$ cat src/rtl/imm_encoder.sv
// imm_encoder
//   Packs a major opcode (instr[6:2]), a signed immediate and the register /
//   funct3 fields into a full RV32I instruction word. It also range-checks the
//   immediate against the selected format (I, S, B or J). The datapath is a
//   two-stage valid/ready pipeline with a throughput of one beat per cycle.
//
//   Build option: define ROUNDTRIP_CHECK_EN to add a stage-2 checker. The
//   checker re-extracts the immediate from the packed word, flags a mismatch
//   on rt_mismatch, and forces out_err on that beat.
//
// Ports
//   clk, rst_n          clock (rising edge), asynchronous active-low reset
//   in_valid/in_ready   input handshake
//   in_op               major opcode instr[6:2]
//   in_imm              signed immediate (byte offset for B/J)
//   in_rd/rs1/rs2       register fields
//   in_funct3           funct3 field
//   out_valid/out_ready output handshake
//   out_instr           packed instruction (NOP for unsupported opcodes)
//   out_err             immediate unencodable or opcode unsupported
//   rt_mismatch         round-trip checker mismatch (ROUNDTRIP_CHECK_EN only)
//   err_cnt             saturating count of delivered errored beats
//   err_clr             synchronous clear of err_cnt (wins over increment)
module imm_encoder #(
    parameter int ERR_CNT_W = 8
) (
    input  logic                 clk,
    input  logic                 rst_n,
    input  logic                 in_valid,
    output logic                 in_ready,
    input  logic [4:0]           in_op,
    input  logic signed [31:0]   in_imm,
    input  logic [4:0]           in_rd,
    input  logic [4:0]           in_rs1,
    input  logic [4:0]           in_rs2,
    input  logic [2:0]           in_funct3,
    output logic                 out_valid,
    input  logic                 out_ready,
    output logic [31:0]          out_instr,
    output logic                 out_err,
`ifdef ROUNDTRIP_CHECK_EN
    output logic                 rt_mismatch,
`endif
    output logic [ERR_CNT_W-1:0] err_cnt,
    input  logic                 err_clr
);

    typedef enum logic [2:0] {FMT_I, FMT_S, FMT_B, FMT_J, FMT_NONE} fmt_t;

    localparam logic [31:0] NOP = 32'h0000_0013;

    function automatic fmt_t decode_fmt(input logic [4:0] op);
        casez (op)
            5'b00?00: return FMT_I;
            5'b01000: return FMT_S;
            5'b11000: return FMT_B;
            5'b11011: return FMT_J;
            default:  return FMT_NONE;
        endcase
    endfunction

    // The immediate must be representable as a sign-extended field of the
    // format's width; B/J offsets must also be halfword aligned.
    function automatic logic imm_legal(input fmt_t fmt, input logic signed [31:0] imm);
        case (fmt)
            FMT_I, FMT_S: return (&imm[31:11]) | ~(|imm[31:11]);
            FMT_B:        return ((&imm[31:12]) | ~(|imm[31:12])) & ~imm[0];
            FMT_J:        return ((&imm[31:20]) | ~(|imm[31:20])) & ~imm[0];
            default:      return 1'b0;
        endcase
    endfunction

    // Only imm[20:0] ever reaches an instruction field, so stage 1 keeps just those.
    function automatic logic [31:0] pack_instr(input fmt_t fmt, input logic [4:0] op,
                                               input logic signed [20:0] imm,
                                               input logic [4:0] rd, input logic [4:0] rs1,
                                               input logic [4:0] rs2, input logic [2:0] f3);
        case (fmt)
            FMT_I:   return {imm[11:0], rs1, f3, rd, op, 2'b11};
            FMT_S:   return {imm[11:5], rs2, rs1, f3, imm[4:0], op, 2'b11};
            FMT_B:   return {imm[12], imm[10:5], rs2, rs1, f3, imm[4:1], imm[11], op, 2'b11};
            FMT_J:   return {imm[20], imm[10:1], imm[11], imm[19:12], rd, op, 2'b11};
            default: return NOP;
        endcase
    endfunction

`ifdef ROUNDTRIP_CHECK_EN
    function automatic logic signed [31:0] extract_imm(input fmt_t fmt, input logic [31:0] w);
        case (fmt)
            FMT_I:   return {{20{w[31]}}, w[31:20]};
            FMT_S:   return {{20{w[31]}}, w[31:25], w[11:7]};
            FMT_B:   return {{19{w[31]}}, w[31], w[7], w[30:25], w[11:8], 1'b0};
            FMT_J:   return {{11{w[31]}}, w[31], w[19:12], w[20], w[30:21], 1'b0};
            default: return 32'sd0;
        endcase
    endfunction

    function automatic logic signed [31:0] format_imm(input fmt_t fmt, input logic signed [20:0] imm);
        case (fmt)
            FMT_I, FMT_S: return {{20{imm[11]}}, imm[11:0]};
            FMT_B:        return {{19{imm[12]}}, imm[12:1], 1'b0};
            FMT_J:        return {{11{imm[20]}}, imm[20:1], 1'b0};
            default:      return 32'sd0;
        endcase
    endfunction
`endif

    logic                vld_p1, vld_p2;
    logic                adv_p1, adv_p2;
    fmt_t                fmt_d;
    logic                legal_d;

    fmt_t                fmt_p1;
    logic                legal_p1;
    logic [4:0]          op_p1, rd_p1, rs1_p1, rs2_p1;
    logic [2:0]          f3_p1;
    logic signed [20:0]  imm_p1;

    logic [31:0]         instr_d2;
    logic                err_d2;
    logic [31:0]         instr_p2;
    logic                err_p2;

    assign adv_p2   = ~vld_p2 | out_ready;
    assign adv_p1   = ~vld_p1 | adv_p2;
    assign in_ready = adv_p1;

    assign fmt_d   = decode_fmt(in_op);
    assign legal_d = imm_legal(fmt_d, in_imm);

    // ---- stage 1: capture fields, decoded format and legality ----
    always_ff @(posedge clk or negedge rst_n) begin
        if (!rst_n) begin
            vld_p1 <= 1'b0;
        end else if (adv_p1) begin
            vld_p1 <= in_valid;
        end
    end

    always_ff @(posedge clk) begin
        if (in_valid && adv_p1) begin
            fmt_p1   <= fmt_d;
            legal_p1 <= legal_d;
            op_p1    <= in_op;
            imm_p1   <= in_imm[20:0];
            rd_p1    <= in_rd;
            rs1_p1   <= in_rs1;
            rs2_p1   <= in_rs2;
            f3_p1    <= in_funct3;
        end
    end

    assign instr_d2 = pack_instr(fmt_p1, op_p1, imm_p1, rd_p1, rs1_p1, rs2_p1, f3_p1);

`ifdef ROUNDTRIP_CHECK_EN
    logic rt_bad_d2;
    logic rt_p2;
    assign rt_bad_d2 = legal_p1 && (extract_imm(fmt_p1, instr_d2) != format_imm(fmt_p1, imm_p1));
    assign err_d2    = ~legal_p1 | rt_bad_d2;
`else
    assign err_d2    = ~legal_p1;
`endif

    // ---- stage 2: registered instruction word and error flag ----
    always_ff @(posedge clk or negedge rst_n) begin
        if (!rst_n) begin
            vld_p2   <= 1'b0;
            instr_p2 <= '0;
            err_p2   <= 1'b0;
`ifdef ROUNDTRIP_CHECK_EN
            rt_p2    <= 1'b0;
`endif
        end else if (adv_p2) begin
            vld_p2 <= vld_p1;
            if (vld_p1) begin
                instr_p2 <= instr_d2;
                err_p2   <= err_d2;
`ifdef ROUNDTRIP_CHECK_EN
                rt_p2    <= rt_bad_d2;
`endif
            end
        end
    end

    assign out_valid = vld_p2;
    assign out_instr = instr_p2;
    assign out_err   = err_p2;
`ifdef ROUNDTRIP_CHECK_EN
    assign rt_mismatch = rt_p2;
`endif

    // ---- error counter: counts delivered errored beats, clear wins ----
    always_ff @(posedge clk or negedge rst_n) begin
        if (!rst_n) begin
            err_cnt <= '0;
        end else if (err_clr) begin
            err_cnt <= '0;
        end else if (vld_p2 && out_ready && err_p2 && !(&err_cnt)) begin
            err_cnt <= err_cnt + 1'b1;
        end
    end

endmodule

$ cat config.mk
export PLATFORM = sky130hd
export DESIGN_NAME = imm_encoder
export DESIGN_NICKNAME = d
export VERILOG_FILES = /design/src/rtl/imm_encoder.sv
export SDC_FILE = /design/constraint.sdc
export NUM_CORES = 1
export LEC_CHECK = 0
export BUFFER_PORTS_ARGS = -buffer_cell sky130_fd_sc_hd__buf_2
export CORE_UTILIZATION = 47
export DETAILED_ROUTE_END_ITERATION = 10
export PLACE_DENSITY = 0.73
export SYNTH_ARGS = -nofsm -noshare
export SYNTH_HDL_FRONTEND = slang
export SYNTH_SLANG_ARGS = --single-unit
$ cat constraint.sdc
create_clock -name clk -period 5.39 [get_ports clk]
set_input_delay 0.8085 -clock clk [delete_from_list [all_inputs] [get_ports clk]]
set_output_delay 0.8085 -clock clk [all_outputs]
set_load 0.01 [all_outputs]
==> results by group, run 1 <==
Timing
  • Layout Skew: 0.0162 ns
  • Fmax: 483 MHz
  • Worst slew pin tran: 1.08 ns
  • Period minus WS final: 2.07 ns
  • Setup TNS: 0 ns
  • RSZ-0062 raised after global routing: no
  • Hold Fails Final Rpt: 0
  • Final Max Slew Viols: 0
  • Slew headroom: 0.279
  • Final Cycle Share: 0.384
  • Final-report setup violation count: 0

Yosys
  • Netlist Area Pre-Place: 0.00358 sq mm
  • Largest cells by area after synthesis: edfxtp_1 (40%), dfrtp_1 (29%), mux2i_1 (5.3%), o21ai_0 (4.8%), nand2_1 (4.0%)
  • Sequential fraction of the synthesis area: 0.697
  • Synth Register Bits: 90
  • Synth area leader: edfxtp_1
  • EDFF count, synth: 48
  • Synth cell types: 35
  • Async S/R FF share, synth: 0.467
  • Synth Net Count: 338
  • Synth warn: 0
  • Cells after Synth: 277
  • Top cell type's share of synthesized area: 0.403
  • Primary FF master, synth: edfxtp_1
  • Mean Syn Cell Area: 12.9 sq um

Drt
  • Post-Route WL: 6610 um
  • DR vias: 2427
  • Drt initial violations: 107
  • Vias per cell: 5.02
  • Avg WL per Cell: 13.7 um
  • # DRC: 0
  • Antenna viol nets, final: 0
  • DRT Pass-1 Iters: 4

Setup path
  • Critical path arrival: 1.26 ns
  • Worst path cell trace: buf_2 -> nand3b_1 -> buf_2
  • Cell family with most CP delay: buffers and inverters
  • Crit start category: primary input
  • Worst r2r path cells: 2
  • Slowest cell on crit path: nand3b_1
  • CP endpoint kind: primary output
  • CP Class: in2out
  • R2R Path Start: out_valid$_DFFE_PN0P_
  • Worst Path Required: 4.58 ns
  • Instance count on the critical path: 3
  • Most frequent cell on the critical path: buf_2
  • Critical Path Fanout Max: 3
  • Max incr delay on CP: 0.18 ns
  • Crit. Startpoint: out_ready
  • CP Buf/Inv Count: 2

Run status
  • Status: completed

Place
  • Placed instance area: 0.00417 sq mm
  • Placer congestion estimate: 0.773
  • Post-DP HPWL: 4610 um
  • Dpl cells: 467
  • IO Port Bufs: 102

Floorplanning
  • FP Rows: 31
  • Core box area: 0.00729 sq mm
  • Die height: 89.2 um
  • Die X: 89.2 um
  • DIE AREA: 0.00796 sq mm
  • Top-level I/O count: 103
  • Initial core utilization: 0.491

CTS
  • Clock Tree Root: clkbuf_8
  • CTS tree: done
  • Post-CTS Hold Fix Bufs: 0
  • Cts bufs inserted: 9
  • Worst skew pair latency: 0.35 ns
  • Worst-path clk slew: 0.08 ns
  • # clock sinks: 90
  • Setup Fix Bufs, Post-CTS: 0
  • Post_cts resized: 0
  • CTS Buffer Depth: 2
  • CTS H-tree depth: 3

Pwr
  • Net Sw Frac: 0.259
  • PD cells: 314 mW/mm^2
  • Sw Pwr: 355 uW
  • Pint: 1.01 mW
  • Clock network fraction of total power: 0.307
  • Maximum vdd ir drop: 0.129 mV
  • Combinational fraction of design power: 0.107
  • Leakage Power: 1.93 nW
  • Part of the power in registers: 0.586

Layout
  • Final Cell Area: 0.00436 sq mm
  • Fin nets: 440
  • ANT cells: 0
  • Area of the multi-input gates: 0.00102 sq mm
  • Number of fill cells in the layout: 644
  • Area growth syn-to-layout: 21.8%
  • Non-Filler Instances: 483
  • Layout cells sized above 1: 0.323
  • Seq. cell area: 0.00249 sq mm
  • Post-layout util: 0.597

Worst hold path
  • Cell depth of the worst hold path: 1
  • Hold Crit Start: legal_p1$_DFFE_PP_
  • Worst hold-check path type: reg2reg

Global route
  • Antenna violations before repair: 1
  • Grt ovf: 0
  • Vias in the first global route: 2300
  • Largest net degree at the start of global routing: 49
  • All-Layer GR Usage: 0.178
  • Global-route wire length before repair: 10500 um

Flow run
  • MaxCap Viol Count: 0
-- registers in the layout, summed over array words and instances (netlist names) --
name / cells
op_p1: 5
legal_p1: 1
rd_p1: 5
imm_p1: 21
fmt_p1: 3
out_valid: 1
err_cnt: 8
out_instr: 31
vld_p1: 1
f3_p1: 3
out_err: 1
rs2_p1: 5
rs1_p1: 5
-- layout make-up --
class | instances | share of cell area
Clock buffer | 9 | 0.0284
Clock inverter | 7 | 0.0147
Inverter | 4 | 0.00345
Multi-Input combinational cell | 171 | 0.234
Sequential cell | 90 | 0.572
Tap cell | 99 | 0.0284
Timing Repair Buffer | 103 | 0.119
-- cell usage in the layout, fill, tap and decap left out, types with 3 or more instances in the layout --
| master | n |
|---|---|
| a21oi_1 | 4 |
| buf_2 | 102 |
| clkbuf_8 | 9 |
| dfrtp_1 | 42 |
| edfxtp_1 | 48 |
| inv_1 | 4 |
| mux2i_1 | 19 |
| nand2_1 | 38 |
| nand2b_1 | 14 |
| nand3_1 | 7 |
| nand3b_1 | 3 |
| nand4_1 | 6 |
| nor2_1 | 11 |
| nor3_1 | 5 |
| nor4_1 | 6 |
| o21ai_0 | 34 |
| xnor2_1 | 6 |
-- layer usage --
metal / track usage / up-vias / wire [um]
met5: 0 / - / 0
met4: 0.0649 / 0 / 35
met3: 0.0517 / 4 / 371
met2: 0.292 / 82 / 3180
met1: 0.227 / 1143 / 3020
li1: - / 1198 / -
-- worst reg2reg max path: cells and delay by family, from the launching register on --
| kind | cells | cell delay, ns |
|---|---|---|
| flip-flops | 1 | 0.42 |
| AND/OR/NAND/NOR | 2 | 1.00 |
-- final timing paths --
| path | end | slack, ns |
|---|---|---|
| min in group asynchronous | out_instr[1]$_DFFE_PN0P_ | 0.61 |
| worst max-delay path | in_ready | 3.32 |
| worst min register to register | out_err$_DFFE_PN0P_ | 0.45 |
| worst max register to register | imm_p1[18]$_DFFE_PP_ | 3.55 |
| worst min-delay path | out_err$_DFFE_PN0P_ | 0.45 |
| max in group asynchronous | out_instr[17]$_DFFE_PN0P_ | 4.19 |
-- kinds of logic after synthesis --
logic type               count (synthesis)  share of synthesized area
AO/OA/AOI/OAI                           44                     0.0675
XOR/XNOR                                 8                     0.0217
adder cells (fa/ha/maj)                  1                    0.00350
buffers and inverters                   16                     0.0189
flip-flops                              90                      0.697
multiplexers                            20                     0.0563
AND/OR/NAND/NOR                         98                      0.135
-- Yosys cell counts (5+ instances only) --
library cell,number
nand4_1,6
o21ai_0,34
edfxtp_1,48
xnor2_1,6
nor3_1,5
clkbuf_1,7
mux2i_1,19
dfrtp_1,42
nand3_1,7
nor2_1,11
nor4_1,6
nand2_1,38
nand2b_1,14
-- per-stage QoR --
| step | power [mW] | hold WS [ns] | worst slack [ns] |
|---|---|---|---|
| after floorplan | 0.890 | 0.414 | 2.81 |
| after global placement | 0.962 | 0.458 | 3.07 |
| after detailed placement | 0.968 | 0.444 | 3.01 |
| after CTS | 1.39 | 0.452 | 3.32 |
| after global routing | 1.44 | 0.482 | 3.25 |
| final | 1.37 | 0.448 | 3.32 |
-- power by group through the flow --
stage / Clock, mW / Combinational, mW / Sequential, mW
CTS: 0.436 / 0.150 / 0.803
finish: 0.420 / 0.147 / 0.802
detailed placement: 0 / 0.150 / 0.818
global placement: 0 / 0.146 / 0.816
global route: 0.466 / 0.167 / 0.809
floorplan: 0 / 0.0657 / 0.824
Note: power is estimated with default switching activity, not from simulation.
==> inputs of run 2 (changes only) <==
--- a/config.mk
+++ b/config.mk
@@ -5,10 +5,11 @@
 export SDC_FILE = /design/constraint.sdc
 export NUM_CORES = 1
 export LEC_CHECK = 0
+export ABC_AREA = 1
 export BUFFER_PORTS_ARGS = -buffer_cell sky130_fd_sc_hd__buf_2
 export CORE_UTILIZATION = 47
 export DETAILED_ROUTE_END_ITERATION = 10
-export PLACE_DENSITY = 0.73
+export PLACE_DENSITY = 0.76
 export SYNTH_ARGS = -nofsm -noshare
 export SYNTH_HDL_FRONTEND = slang
 export SYNTH_SLANG_ARGS = --single-unit
==> constraint.sdc (replaced) <==
create_clock -name clk -period 1.65 [get_ports clk]
set_input_delay 0.2475 -clock clk [delete_from_list [all_inputs] [get_ports clk]]
set_output_delay 0.2475 -clock clk [all_outputs]
set_load 0.01 [all_outputs]
==> results by group, run 2 <==
Yosys
  • Synth cell types: 31 (was 35)
  • Cells after Synth: 351 (was 277)
  • Synth Register Bits: 90 (unchanged)
  • Synth cell count leaders: nand2_1 (109), edfxtp_1 (48), dfrtp_1 (42) (was edfxtp_1 (48), dfrtp_1 (42), nand2_1 (38))
  • Synth warn: 0 (unchanged)
  • Largest cells by area after synthesis: edfxtp_1 (38%), dfrtp_1 (28%), nand2_1 (11%), inv_1 (2.8%), o21ai_1 (2.7%) (was edfxtp_1 (40%), dfrtp_1 (29%), mux2i_1 (5.3%), o21ai_0 (4.8%), nand2_1 (4.0%))
  • Primary FF master, synth: edfxtp_1 (unchanged)
  • Sequential fraction of the synthesis area: 0.665 (was 0.697)
  • Top cell type's share of synthesized area: 0.384 (was 0.403)
  • Synth Net Count: 412 (was 338)
  • Async S/R FF share, synth: 0.467 (unchanged)
  • Netlist Area Pre-Place: 0.00375 sq mm (was 0.00358 sq mm)
  • Synth area leader: edfxtp_1 (unchanged)
  • Mean Syn Cell Area: 10.7 sq um (was 12.9 sq um)
  • EDFF count, synth: 48 (unchanged)
  • Most frequent cell after synthesis: nand2_1 (was edfxtp_1)

Global route
  • Grt ovf: 0 (unchanged)
  • Global-route wire length before repair: 12300 um (was 10500 um)
  • Largest net degree at the start of global routing: 49 (unchanged)
  • All-Layer GR Usage: 0.191 (was 0.178)
  • Antenna violations before repair: 0 (was 1)
  • Vias in the first global route: 2675 (was 2300)

Floorplanning
  • Core box area: 0.00773 sq mm (was 0.00729 sq mm)
  • Top-level I/O count: 103 (unchanged)
  • Die X: 91.3 um (was 89.2 um)
  • FP Rows: 32 (was 31)
  • Die height: 91.3 um (was 89.2 um)
  • DIE AREA: 0.00834 sq mm (was 0.00796 sq mm)
  • Initial core utilization: 0.485 (was 0.491)

Setup path
  • Slowest cell on crit path: dfrtp_1 (was nand3b_1)
  • CP endpoint kind: flip-flop (was primary output)
  • Most frequent cell on the critical path: nor2_4 (was buf_2)
  • Crit start category: flip-flop (was primary input)
  • CP Buf/Inv Count: 2 (unchanged)
  • Critical Path Fanout Max: 9 (was 3)
  • Worst Path Required: 1.89 ns (was 4.58 ns)
  • Crit. Startpoint: err_cnt[0]$_DFFE_PN0P_ (was out_ready)
  • R2R Path Start: err_cnt[0]$_DFFE_PN0P_ (was out_valid$_DFFE_PN0P_)
  • Max incr delay on CP: 0.41 ns (was 0.18 ns)
  • Cell family with most CP delay: simple AND/OR/NAND/NOR gates (was buffers and inverters)
  • CP Class: reg2reg (was in2out)
  • Worst path cell trace: ha_1 -> nand2_1 -> inv_2 -> nand2_2 -> nor2_4 -> nor2_4 -> nor2_8 -> inv_4 -> o21ai_2 (was buf_2 -> nand3b_1 -> buf_2)
  • Critical path arrival: 1.72 ns (was 1.26 ns)

Drt
  • Vias per cell: 4.91 (was 5.02)
  • DR vias: 2802 (was 2427)
  • Avg WL per Cell: 13.1 um (was 13.7 um)
  • Antenna viol nets, final: 0 (unchanged)
  • Post-Route WL: 7480 um (was 6610 um)
  • DRT Pass-1 Iters: 4 (unchanged)
  • # DRC: 0 (unchanged)
  • Drt initial violations: 114 (was 107)

Layout
  • Most frequent cells in the layout: nand2_1 (108), buf_2 (102), edfxtp_1 (48) (was buf_2 (102), edfxtp_1 (48), dfrtp_1 (42))
  • Commonest non-fill, non-tap cell in the layout: nand2_1 (was buf_2)
  • Max FFs per register: 31 (unchanged)
  • Final Cell Area: 0.00463 sq mm (was 0.00436 sq mm)
  • Post-layout util: 0.599 (was 0.597)
  • Area growth syn-to-layout: 23.5% (was 21.8%)
  • Fin nets: 525 (was 440)
  • Layout cells sized above 1: 0.313 (was 0.323)
  • ANT cells: 0 (unchanged)

Timing
  • Hold Fails Final Rpt: 0 (unchanged)
  • Setup TNS: 0 ns (unchanged)
  • Period minus WS final: 1.48 ns
  • Fin Hold WS: 0.0604 ns (was 0.448 ns)
  • Final Cycle Share: 0.897
  • Slew headroom: 0.689 (was 0.279)
  • RSZ-0062 raised after global routing: no (unchanged)
  • Worst slew pin tran: 0.466 ns (was 1.08 ns)
  • Layout Skew: 0.0111 ns (was 0.0162 ns)
  • Final-report setup violation count: 0 (unchanged)
  • Fmax: 675 MHz
  • Final Max Slew Viols: 0 (unchanged)
  • PnR worst setup slack: 0.170 ns (was 3.32 ns)

CTS
  • CTS tree: done (unchanged)
  • Post_cts resized: 0 (unchanged)
  • Clock Tree Root: clkbuf_8 (unchanged)
  • CTS H-tree depth: 3 (unchanged)
  • Worst skew pair latency: 0.35 ns (about the same)
  • # clock sinks: 90 (unchanged)
  • CTS Buffer Depth: 2 (unchanged)
  • Cts bufs inserted: 9 (unchanged)
  • Worst-path clk slew: 0.09 ns (was 0.08 ns)

Place
  • Placed instance area: 0.00443 sq mm (was 0.00417 sq mm)
  • Place WS: 0.183 ns (was 3.01 ns)
  • Placer congestion estimate: 0.815 (was 0.773)
  • Post-DP HPWL: 5560 um (was 4610 um)
  • IO Port Bufs: 102 (unchanged)

Pwr
  • Leakage Power: 2.21 nW (was 1.93 nW)
  • Maximum vdd ir drop: 0.459 mV (was 0.129 mV)
  • PD cells: 1040 mW/mm^2 (was 314 mW/mm^2)

Run status
  • Status: completed (unchanged)

Worst hold path
  • Worst hold-check path type: in2reg (was reg2reg)
  • Hold Crit Start: in_rs1[0] (was legal_p1$_DFFE_PP_)

Flow run
  • MaxCap Viol Count: 0 (unchanged)
[run 2: cell count changes after synthesis, moves of 14 or more]
cell	before	now
nand2_1	38	109
o21ai_0	34	6
inv_1	4	28
mux2i_1	19	0
o21ai_1	1	20
nand2b_1	14	0
[run 2: worst reg2reg max path, stage by stage (launching register included)]
cell     delay, ns
dfrtp_1       0.41
ha_1          0.22
nand2_1       0.10
inv_2         0.06
nand2_2       0.09
nor2_4        0.04
nor2_4        0.24
nor2_8        0.06
inv_4         0.10
o21ai_2       0.06
[run 2: report_power, final]
| group | total [mW] | switching, mW | internal [mW] |
|---|---|---|---|
| Clock | 1.45 | 0.719 | 0.733 |
| Sequential | 2.69 | 0.100 | 2.59 |
| Combinational | 0.680 | 0.414 | 0.267 |
| Total | 4.83 | 1.23 | 3.59 |
[run 2: cell families (layout without fill, tap and decap cells)]
family | after synthesis | after routing | share of synthesized area
AOI/OAI and AO/OA | 54 | 54 | 0.0948
DFF | 90 | 90 | 0.665
buffers and inverters | 41 | 159 | 0.0454
adders and majority gates | 1 | 1 | 0.00334
and+or+nand+nor | 165 | 165 | 0.192
[run 2: path summary, 6_finish.rpt]
| kind | slack (ns) | cells past startpoint | endpoint |
|---|---|---|---|
| setup / recovery | 0.17 | 9 | err_cnt[4]$_DFFE_PN0P_ |
| hold / removal | 0.06 | 1 | rs1_p1[0]$_DFFE_PP_ |
| setup reg to reg | 0.17 | 9 | err_cnt[4]$_DFFE_PN0P_ |
| hold reg to reg | 0.45 | 1 | out_err$_DFFE_PN0P_ |
| max in group asynchronous | 0.79 | 3 | out_instr[12]$_DFFE_PN0P_ |
| min in group asynchronous | 0.37 | 2 | err_cnt[2]$_DFFE_PN0P_ |
[run 2: through the flow]
step	std cells	power (mW)
3_5_place_dp	554	3.43
2_1_floorplan	351	3.09
4_1_cts	571	4.86
5_1_grt	571	5.03
6_report	571	4.83
3_3_place_gp	554	3.40
[run 2: cell type report]
class	count	area [sq um]
fillers	658	3100
flip-flops and latches	90	2490
multi-input cells	220	1090
repair buffers	108	583
clock buffers	12	145
inverters	35	143
well taps	102	128
clock inverters	4	43.8
[run 2: timing repair]
action	in CTS	in global routing
hold buffers	1	0
hold endpoints to repair	18	0
setup buffers	0	0
setup endpoints to repair	0	0
[run 2: metal layers]
metal | share of wire | up-vias | global-route usage
li1 | - | 1410 | -
met1 | 0.45 | 1299 | 0.244
met2 | 0.49 | 82 | 0.316
met3 | 0.045 | 11 | 0.0410
met4 | 0.019 | 0 | 0.0780
met5 | 0 | - | 0
==> inputs of run 3 (changes only) <==
--- a/config.mk
+++ b/config.mk
@@ -7,9 +7,11 @@
 export LEC_CHECK = 0
 export ABC_AREA = 1
 export BUFFER_PORTS_ARGS = -buffer_cell sky130_fd_sc_hd__buf_2
-export CORE_UTILIZATION = 47
+export CELL_PAD_IN_SITES_DETAIL_PLACEMENT = 1
+export CELL_PAD_IN_SITES_GLOBAL_PLACEMENT = 2
+export CORE_UTILIZATION = 29
 export DETAILED_ROUTE_END_ITERATION = 10
-export PLACE_DENSITY = 0.76
+export PLACE_DENSITY_LB_ADDON = 0.1
 export SYNTH_ARGS = -nofsm -noshare
 export SYNTH_HDL_FRONTEND = slang
 export SYNTH_SLANG_ARGS = --single-unit
==> results by group, run 3 (synthesized netlist as in run 2, its figures left out) <==
Run status
  • Status: finished with violations (was completed)
  • Failing checks: design-rule violations

CTS
  • Worst-path clk slew: 0.07 ns (was 0.09 ns)
  • # clock sinks: 90 (unchanged)
  • Clock Tree Root: clkbuf_16 (was clkbuf_8)
  • Setup Fix Bufs, Post-CTS: 0 (unchanged)
  • CTS H-tree depth: 3 (unchanged)
  • Cts bufs inserted: 9 (unchanged)
  • CTS tree: done (unchanged)
  • Worst skew pair latency: 0.34 ns (was 0.35 ns)
  • CTS Buffer Depth: 2 (unchanged)

Timing
  • Final Max Slew Viols: 0 (unchanged)
  • Fin Hold WS: 0.0768 ns (was 0.0604 ns)
  • Setup TNS: 0 ns (unchanged)
  • Final Cycle Share: 0.899 (was 0.897)
  • Final-report setup violation count: 0 (unchanged)
  • Slew headroom: 0.673 (was 0.689)
  • Period minus WS final: 1.48 ns (about the same)
  • Layout Skew: 0.00780 ns (was 0.0111 ns)
  • Worst slew pin tran: 0.491 ns (was 0.466 ns)
  • RSZ-0062 raised after global routing: no (unchanged)
  • Fmax: 675 MHz (about the same)
  • Hold Fails Final Rpt: 0 (unchanged)

Setup path
  • Crit. Startpoint: err_cnt[0]$_DFFE_PN0P_ (unchanged)
  • CP endpoint kind: flip-flop (unchanged)
  • CP Class: reg2reg (unchanged)
  • R2R Path Start: err_cnt[0]$_DFFE_PN0P_ (unchanged)
  • Crit start category: flip-flop (unchanged)
  • Worst Path Required: 1.88 ns (was 1.89 ns)
  • Critical path arrival: 1.71 ns (was 1.72 ns)
  • Critical Path Fanout Max: 9 (unchanged)

Layout
  • Most frequent cells in the layout: nand2_1 (108), buf_2 (102), edfxtp_1 (48) (unchanged)
  • Commonest non-fill, non-tap cell in the layout: nand2_1 (unchanged)
  • Max FFs per register: 31 (unchanged)
  • Layout cells sized above 1: 0.321 (was 0.313)
  • ANT cells: 0 (unchanged)
  • Post-layout util: 0.386 (was 0.599)
  • Area growth syn-to-layout: 29.9% (was 23.5%)
  • Fin nets: 527 (was 525)

Global route
  • GR Util met2: 0.228 (was 0.316)
  • Met1 usage: 0.183 (was 0.244)
  • All-Layer GR Usage: 0.142 (was 0.191)
  • Grt ovf: 0 (unchanged)
  • Global-route wire length before repair: 14300 um (was 12300 um)
  • Met3 Use GR: 0.0277 (was 0.0410)
  • Antenna violations before repair: 0 (unchanged)
  • Vias in the first global route: 2806 (was 2675)
  • Grt peak-use layer: met2 (unchanged)
  • Largest net degree at the start of global routing: 36 (was 49)

Drt
  • Antenna viol nets, final: 0 (unchanged)
  • Post-Route WL: 8950 um (was 7480 um)
  • Avg WL per Cell: 13.9 um (was 13.1 um)
  • DR vias: 2801 (was 2802)
  • Vias per cell: 4.36 (was 4.91)
  • DRT Pass-1 Iters: 7 (was 4)
  • Drt initial violations: 138 (was 114)
  • # DRC: 2 (was 0)

Flow run
  • MaxCap Viol Count: 0 (unchanged)

Place
  • Placer congestion estimate: 0.715 (was 0.815)
  • Post-DP HPWL: 6800 um (was 5560 um)
  • IO Port Bufs: 102 (unchanged)

Pwr
  • PD cells: 1180 mW/mm^2 (was 1040 mW/mm^2)
  • Leakage Power: 2.28 nW (was 2.21 nW)
  • Maximum vdd ir drop: 0.471 mV (was 0.459 mV)

Floorplanning
  • Die height: 116 um (was 91.3 um)
  • Top-level I/O count: 103 (unchanged)
  • DIE AREA: 0.0134 sq mm (was 0.00834 sq mm)
  • Core box area: 0.0126 sq mm (was 0.00773 sq mm)
  • Die X: 116 um (was 91.3 um)
  • FP Rows: 41 (was 32)
  • Initial core utilization: 0.297 (was 0.485)

Worst hold path
  • Hold Crit Start: in_funct3[2] (was in_rs1[0])
  • Worst hold-check path type: in2reg (unchanged)
[run 3: changes by cell type in the layout (fill, tap and decap cells not counted)]
cell / change
clkbuf_8: -10
clkbuf_16: +9
buf_4: +3
bufinv_16: +2
clkbuf_1: -2
buf_12: -1
clkinv_2: -1
clkinv_4: +1
inv_6: +1
[run 3: area by class of cell]
| class | count | area [sq um] |
|---|---|---|
| flip-flops and latches | 90 | 2490 |
| well taps | 172 | 215 |
| fillers | 1470 | 7750 |
| inverters | 35 | 143 |
| clock buffers | 9 | 225 |
| repair buffers | 110 | 586 |
| multi-input cells | 220 | 1090 |
| clock inverters | 7 | 116 |
[run 3: power by group]
part | leakage, nW | internal (mW) | switching [mW]
clock | 0.167 | 1.48 | 0.857
sequential | 1.02 | 2.60 | 0.0948
combinational | 1.09 | 0.269 | 0.430
total | 2.28 | 4.35 | 1.38
[run 3: timing repair]
item | CTS | global route
hold buffers | 1 | 0
endpoints found under the hold margin | 18 | 0
gates resized for setup | 0 | 0
[run 3: critical path, stage by stage (launching register included)]
cell and delay (ns):
dfrtp_1 0.40, ha_1 0.21, nand2_1 0.10, inv_2 0.06, nand2_2 0.09, nor2_4 0.04, nor2_4 0.25, nor2_8 0.06
inv_4 0.10, o21ai_2 0.05
[run 3: worst paths after layout]
| check | endpoint | slack, ns | cells after the start |
|---|---|---|---|
| max in group asynchronous | out_instr[31]$_DFFE_PN0P_ | 0.67 | 3 |
| max | err_cnt[4]$_DFFE_PN0P_ | 0.17 | 9 |
| max reg2reg | err_cnt[4]$_DFFE_PN0P_ | 0.17 | 9 |
| min reg2reg | out_err$_DFFE_PN0P_ | 0.44 | 1 |
| min in group asynchronous | err_cnt[6]$_DFFE_PN0P_ | 0.40 | 2 |
| min | f3_p1[2]$_DFFE_PP_ | 0.08 | 1 |
[run 3: routing by layer]
metal,up-vias,share of wire,wire [um]
met3,10,0.048,429
met5,-,0,0
met2,68,0.47,4190
met1,1313,0.46,4150
met4,0,0.019,170
li1,1410,-,-
[run 3: per-stage QoR]
step | power (mW) | cells | worst slack [ns] | area, sq um
after detailed placement | 3.46 | 626 | 0.163 | 4520
after CTS | 5.82 | 643 | 0.153 | 4870
after floorplan | 3.09 | 351 | -0.0835 | 3760
after global placement | 3.44 | 626 | 0.187 | 4520
after global routing | 5.97 | 643 | 0.00843 | 4870
final | 5.73 | 643 | 0.167 | 4870
